**config.mk**
```make
export PLATFORM = sky130hd
export DESIGN_NAME = dig_pin_glitch_filter
export DESIGN_NICKNAME = d
export VERILOG_FILES = /design/src/rtl/dig_pin_glitch_filter.sv
export SDC_FILE = /design/constraint.sdc
export NUM_CORES = 1
export LEC_CHECK = 0
export CAP_MARGIN = 10
export CORE_MARGIN = 2
export CORE_UTILIZATION = 49
export CTS_BUF_LIST = sky130_fd_sc_hd__clkbuf_2 sky130_fd_sc_hd__clkbuf_4 sky130_fd_sc_hd__clkbuf_8
export DETAILED_ROUTE_END_ITERATION = 12
export PLACE_DENSITY_LB_ADDON = 0.12
export SLEW_MARGIN = 20
export SYNTH_ARGS = -nofsm -noshare
export SYNTH_HDL_FRONTEND = slang
export SYNTH_SLANG_ARGS = --single-unit
```
**constraint.sdc**
```tcl
create_clock -name clk_i -period 2.2 [get_ports clk_i]
set_input_delay 0.44 -clock clk_i [delete_from_list [all_inputs] [get_ports clk_i]]
set_output_delay 0.44 -clock clk_i [all_outputs]
set_load 0.1 [all_outputs]
```
**src/rtl/dig_pin_glitch_filter.sv**
```systemverilog
// Glitch filter behind the pin synchronizer: a new level reaches pin_filt_o only after
// it has been stable for filt_len_i cycles; selected filtered edges raise a one-cycle event.
module dig_pin_glitch_filter #(
  parameter int unsigned CNT_W = 8
) (
  input  logic             clk_i,
  input  logic             rstn_i,
  input  logic             pin_sync_i,
  input  logic             filt_en_i,
  input  logic [CNT_W-1:0] filt_len_i,
  input  logic [1:0]       edge_sel_i,
  output logic             pin_filt_o,
  output logic             edge_evt_o,
  output logic             busy_o
);

  typedef enum logic [0:0] {
    IDLE  = 1'b0,
    COUNT = 1'b1
  } state_e;

  localparam logic [CNT_W-1:0] LEN_ONE  = {{(CNT_W-1){1'b0}}, 1'b1};
  localparam logic [CNT_W-1:0] CNT_ZERO = {CNT_W{1'b0}};

  state_e           state_q, state_d;
  logic [CNT_W-1:0] cnt_q, cnt_d;
  logic [CNT_W-1:0] len_q, len_d;
  logic             pin_q, pin_d;
  logic             evt_q, evt_d;
  logic             busy_q, busy_d;

  logic             diff_s;
  logic [CNT_W:0]   cnt_inc_s;
  logic [CNT_W-1:0] len_eff_s;

  function automatic logic edge_match(input logic [1:0] sel, input logic new_lvl);
    case (sel)
      2'b01:   return new_lvl;
      2'b10:   return ~new_lvl;
      2'b11:   return 1'b1;
      default: return 1'b0;
    endcase
  endfunction

  // One bit wider than the counter so the compare against len_q can never wrap.
  assign diff_s    = (pin_sync_i != pin_q);
  assign cnt_inc_s = {1'b0, cnt_q} + {{CNT_W{1'b0}}, 1'b1};
  assign len_eff_s = (filt_len_i == CNT_ZERO) ? LEN_ONE : filt_len_i;

  // Next-state, counter and filtered-level logic.
  always_comb begin
    state_d = state_q;
    cnt_d   = cnt_q;
    len_d   = len_q;
    pin_d   = pin_q;
    if (!filt_en_i) begin
      pin_d   = pin_sync_i;
      cnt_d   = CNT_ZERO;
      state_d = IDLE;
    end else begin
      case (state_q)
        IDLE: begin
          if (diff_s) begin
            len_d = len_eff_s;
            if (len_eff_s == LEN_ONE) begin
              pin_d = pin_sync_i;
              cnt_d = CNT_ZERO;
            end else begin
              cnt_d   = LEN_ONE;
              state_d = COUNT;
            end
          end else begin
            cnt_d = CNT_ZERO;
          end
        end
        COUNT: begin
          if (!diff_s) begin
            cnt_d   = CNT_ZERO;
            state_d = IDLE;
          end else if (cnt_inc_s == {1'b0, len_q}) begin
            pin_d   = pin_sync_i;
            cnt_d   = CNT_ZERO;
            state_d = IDLE;
          end else begin
            cnt_d = cnt_inc_s[CNT_W-1:0];
          end
        end
        default: begin
          cnt_d   = CNT_ZERO;
          state_d = IDLE;
        end
      endcase
    end
  end

  // Event and busy flags are derived from the next state so they line up with pin_filt_o.
  always_comb begin
    evt_d  = (pin_d != pin_q) && edge_match(edge_sel_i, pin_d);
    busy_d = (state_d == COUNT);
  end

  // State and output registers.
  always_ff @(posedge clk_i or negedge rstn_i) begin
    if (!rstn_i) begin
      state_q <= IDLE;
      cnt_q   <= CNT_ZERO;
      len_q   <= CNT_ZERO;
      pin_q   <= 1'b0;
      evt_q   <= 1'b0;
      busy_q  <= 1'b0;
    end else begin
      state_q <= state_d;
      cnt_q   <= cnt_d;
      len_q   <= len_d;
      pin_q   <= pin_d;
      evt_q   <= evt_d;
      busy_q  <= busy_d;
    end
  end

  assign pin_filt_o = pin_q;
  assign edge_evt_o = evt_q;
  assign busy_o     = busy_q;

endmodule

```
# Word level (Yosys, flattened, before mapping)
# Cells that the tools add are included.
# classes
addsub	1
eq_ne	7
muxes	20
bitwise	2
reduce_logical	3
# op_table
op	n
8-bit 2-to-1 mux	5
8-bit one-hot mux with 2 select lines	1
1-bit 2-to-1 mux	11
8-bit by 1-bit adder with 9-bit output, second input constant	1
9-bit by 8-bit == test with 1-bit output	1
8-bit by 1-bit == test with 1-bit output, second input constant	1
8-bit logical NOT	1
2-bit == test, second input constant	2
1-bit one-hot mux with 2 select lines	2
1-bit one-hot mux with 3 select lines	1
3-bit AND reduction	1
2-bit by 1-bit == test with 1-bit output, second input constant	1
1-bit != test	2
1-bit NOT	2
1-bit logical AND	1
# word_totals
regBits	19
input_bits	14
word_cells	38

# Longest topological paths before layout
# Gate-level depths: netlist (run 1).
# depth
ltp_word	10
mapped_depth	7

# Worst setup path after synthesis (run 1)
# OpenSTA, ideal clock, no wires.
# synth_timing
path_kind	register to register
startpoint	reg cnt_q[0]
endpoint	reg pin_q (netlist: pin_filt_o)
setup_time_ns	0.126
arrival_ns	2.010
path_slack_ns	0.063
path_stages_with_launch	8
synth_period_minus_slack_ns	2.137
cell_sequence	dfrtp_1 -> ha_1 -> xnor2_2 -> xnor2_1 -> nor4_2 -> nand4_2 -> o311ai_2 -> mux2_4
# synth_between
elab_chain_len	6
# synth_lines
element	line_no	rtl
start, declared	26	logic [CNT_W-1:0] cnt_q, cnt_d;
start signal, assigned	113	cnt_q <= cnt_d;
8-bit by 1-bit adder with 9-bit output	47	assign cnt_inc_s = {1'b0, cnt_q} + {{CNT_W{1'b0}}, 1'b1};
9-bit by 8-bit == test with 1-bit output	80	end else if (cnt_inc_s == {1'b0, len_q}) begin
1-bit 2-to-1 mux	80	
1-bit 2-to-1 mux	77	if (!diff_s) begin
1-bit one-hot mux with 2 select lines	61	case (state_q)
1-bit 2-to-1 mux	56	if (!filt_en_i) begin
via pin_d	28	logic pin_q, pin_d;
end signal, assigned	115	pin_q <= pin_d;
end, declared	28	
# The timed path passes the listed nets, and every way through them passes these cells.
# A chain may end at the register's enable or synchronous reset.

# Worst setup path in the final report (run 1)
# layout_timing
startpoint	reg cnt_q[1]
endpoint	reg pin_q (netlist: pin_filt_o)
# The elaborated chain is that of the path after synthesis.

==> results of run 1 <==
-- placed cells by master (no fill, tap or decap), types with 2 or more instances in the layout --
master,synthesis,layout
dfrtp_1,19,19
clkdlybuf4s50_1,0,13
nor2_1,12,11
buf_4,0,11
nand2_1,8,8
xnor2_1,8,7
mux2_2,7,7
xor2_1,6,5
inv_1,4,4
o21ai_0,4,4
nor3_1,3,3
clkbuf_4,0,3
and3_4,1,2
nand3_2,2,2
xnor2_2,1,2
nand3_1,2,2
nor2b_1,2,2
a21oi_1,2,2
-- layer usage --
metal | vias to the layer above | track usage
met1 | 406 | 0.245
met5 | - | 0
met2 | 13 | 0.305
li1 | 419 | -
met3 | 2 | 0.0263
met4 | 0 | 0.0676
-- metrics by stage --
step	util	power, W
3_5_place_dp	0.617	0.000699
6_report	0.662	0.000907
4_1_cts	0.630	0.000883
5_1_grt	0.662	0.000953
2_1_floorplan	-	0.000616
3_3_place_gp	0.617	0.000693
-- area by class of cell --
cell class | count | area, sq um | area share
Clock inverter | 1 | 5.00 | 0.00352
Sequential cell | 19 | 475 | 0.335
Multi-Input combinational cell | 78 | 644 | 0.453
Tap cell | 28 | 35.0 | 0.0246
Inverter | 4 | 15.0 | 0.0106
Clock buffer | 3 | 22.5 | 0.0158
Timing Repair Buffer | 25 | 224 | 0.158
-- where the power goes --
part / internal [W] / switching (W)
combinational: 0.000145 / 0.000133
clock: 0.0000676 / 0.000115
sequential: 0.000396 / 0.0000509
-- worst max-delay path by stage --
stage	endpoint	slack [ns]
floorplan	pin_filt_o	0.06
finish	pin_filt_o	0.08
CTS	pin_filt_o	0.03
detailed placement	len_q[7]	0.03
global placement	len_q[6]	0.08
global route	pin_filt_o	0.02
-- cell families (layout without fill, tap and decap cells) --
family | Yosys count | count (layout) | share of synthesized area
buf+inv | 5 | 33 | 0.0241
flops | 19 | 19 | 0.436
simple gates | 38 | 38 | 0.199
mux | 9 | 9 | 0.0953
compound gates | 15 | 15 | 0.107
fa+ha+maj | 1 | 1 | 0.0115
xor+xnor | 15 | 15 | 0.127
-- what timing repair did --
action,CTS,global route
hold buffers,0,0
setup buffers,0,1
resized for setup,0,8
hold endpoints to repair,0,0
setup endpoints to repair,0,8
-- synthesized netlist by cell type, types with 2 or more instances --
cell      n
a21oi_1   2
nor2b_1   2
nand3_2   2
o21ai_0   4
nor3_1    3
nor2_1   12
nand3_1   2
xor2_1    6
inv_1     4
mux2_2    7
xnor2_1   8
dfrtp_1  19
nand2_1   8
-- state kept, by name, summed over array words and instances (netlist names) --
| signal | count |
|---|---|
| len_q | 8 |
| cnt_q | 8 |
| busy_o | 1 |
| edge_evt_o | 1 |
| pin_filt_o | 1 |
-- critical path, delay by kind of cell, from the launching register on --
family	cells	cell delay, ns
compound gates	2	0.44
xor+xnor	1	0.18
buf+inv	1	0.15
flops	1	0.41
mux	1	0.33
simple gates	2	0.50
==> flow_metrics.tcl, run 1 <==
set metrics [dict create \
    core_area_sq_um 2150 \
    synth.area.top_cells "dfrtp_1, mux2_2, xnor2_1" \
    htreeDepth 1 \
    ys.flop_type "dfrtp_1" \
    placed_area_sq_um 1330 \
    die_area_sq_um 2620 \
    required_ns 2.40 \
    status "finished, final reports clean" \
    max_slew_margin 0.755 \
    start_kind "flip-flop" \
    met3_length_um 54 \
    insertion_delay_ns 0.30 \
    antenna_found_initial 0 \
    reg2reg_depth 7 \
    worst-setup-path-type "reg2reg" \
    ys_seq_area_frac 0.436 \
    instances_no_fill 158 \
    viasPerCell 5.32 \
    finalHoldWorstSlack_ns 0.460 \
    synth_top_area_frac 0.436 \
    dp_hpwl_mm 1.60 \
    stdcell_area_sq_um 1420 \
    hold_class "in2async" \
    syn_area_sq_um 1090 \
    path_clk_slew_ns 0.12 \
    period_share 0.964 \
    drtAntennaViolNets 0 \
    drv_slew 0 \
    finalSetupTns_ns 0 \
    port_buffers 16 \
    clockRootBuffer "clkbuf_4" \
    core.rowCount 17 \
    grt_first_pass_wirelength_mm 3.58 \
    synth_seq_cells 19 \
    area_growth_pct 30.4 \
    setup_ws_ns 0.0802 \
    place.gp.congestion 0.849 \
    fin_crit_ns 2.12 \
    antenna_cells 0 \
    cpPeakStageDelay_ns 0.41 \
    cp_max_fo 4 \
    grt_max_degree 20 \
    cts_max_path_buffers 2 \
    remaining_drc_errors 0 \
    drive_gt1_frac 0.308 \
    yosys.cell_types.count 36 \
    rrSetupSlack_ns 0.08 \
    dr_wl_met2_mm 1.03 \
    die_w_um 51.2 \
    crit_path_end_kind "flip-flop" \
    fin_nets 146 \
    yosys_warnings 0 \
    first_iter_violations 5 \
    worst_slew_pin_slew_ns 0.364 \
    cts.sinks 19 \
    synthArstFlopShare 1.00 \
    worst_r2r_endpoint "pin_filt_o" \
    dpl_worst_slack_ns 0.0343 \
    filler_cell_count 174 \
    p_leak_nw 0.571 \
    syn_inst 102 \
    num_vias 840 \
    crit_slowest_cell "dfrtp_1" \
    die_y_um 51.2 \
    initial_core_util 0.507 \
    dp.cells 153 \
    setup_viol 0 \
    startpoint "cnt_q[1]" \
    overflow 0 \
    top_layer "met4" \
    hold_viol_final 0 \
    synth_top_area_cell "dfrtp_1" \
    io-pin-count 17 \
    fin_worst_skew_ns 0.00630 \
    cp.arrival_ns 2.32 \
    wl_per_cell_um 13.3 \
    maxCapViolCount 0 \
    routed_wl_mm 2.11 \
    rr_startpoint "cnt_q[1]" \
    vdd_drop_max_mv 0.360 \
    max_freq_ghz 0.472 \
    grt_usage 0.184 \
    cts_tree "yes" \
    synth_edf_count 0 \
    power_density_nw_per_um2 638 \
    cp_cell_sequence "buf_4 > nand3_2 > or3_4 > xor2_2 > o221ai_4 > o311ai_4 > mux2_4" \
    synth_nets 117 \
    drt-pass1-iter-count 3 \
    syn_area_per_cell_sq_um 10.7 \
    grt_pass1_vias 828 \
    cts_buffers 3 \
    wl_met1_mm 1.01 \
    rsz0062_at_grt "no" \
]
(Power assumes the default switching activity.)
==> inputs of run 2 (changes only) <==
--- a/config.mk
+++ b/config.mk
@@ -5,7 +5,6 @@
 export SDC_FILE = /design/constraint.sdc
 export NUM_CORES = 1
 export LEC_CHECK = 0
-export CAP_MARGIN = 10
 export CORE_MARGIN = 2
 export CORE_UTILIZATION = 49
 export CTS_BUF_LIST = sky130_fd_sc_hd__clkbuf_2 sky130_fd_sc_hd__clkbuf_4 sky130_fd_sc_hd__clkbuf_8
==> results of run 2 <==
Final layout, timing and power as in run 1 (identical DEF).
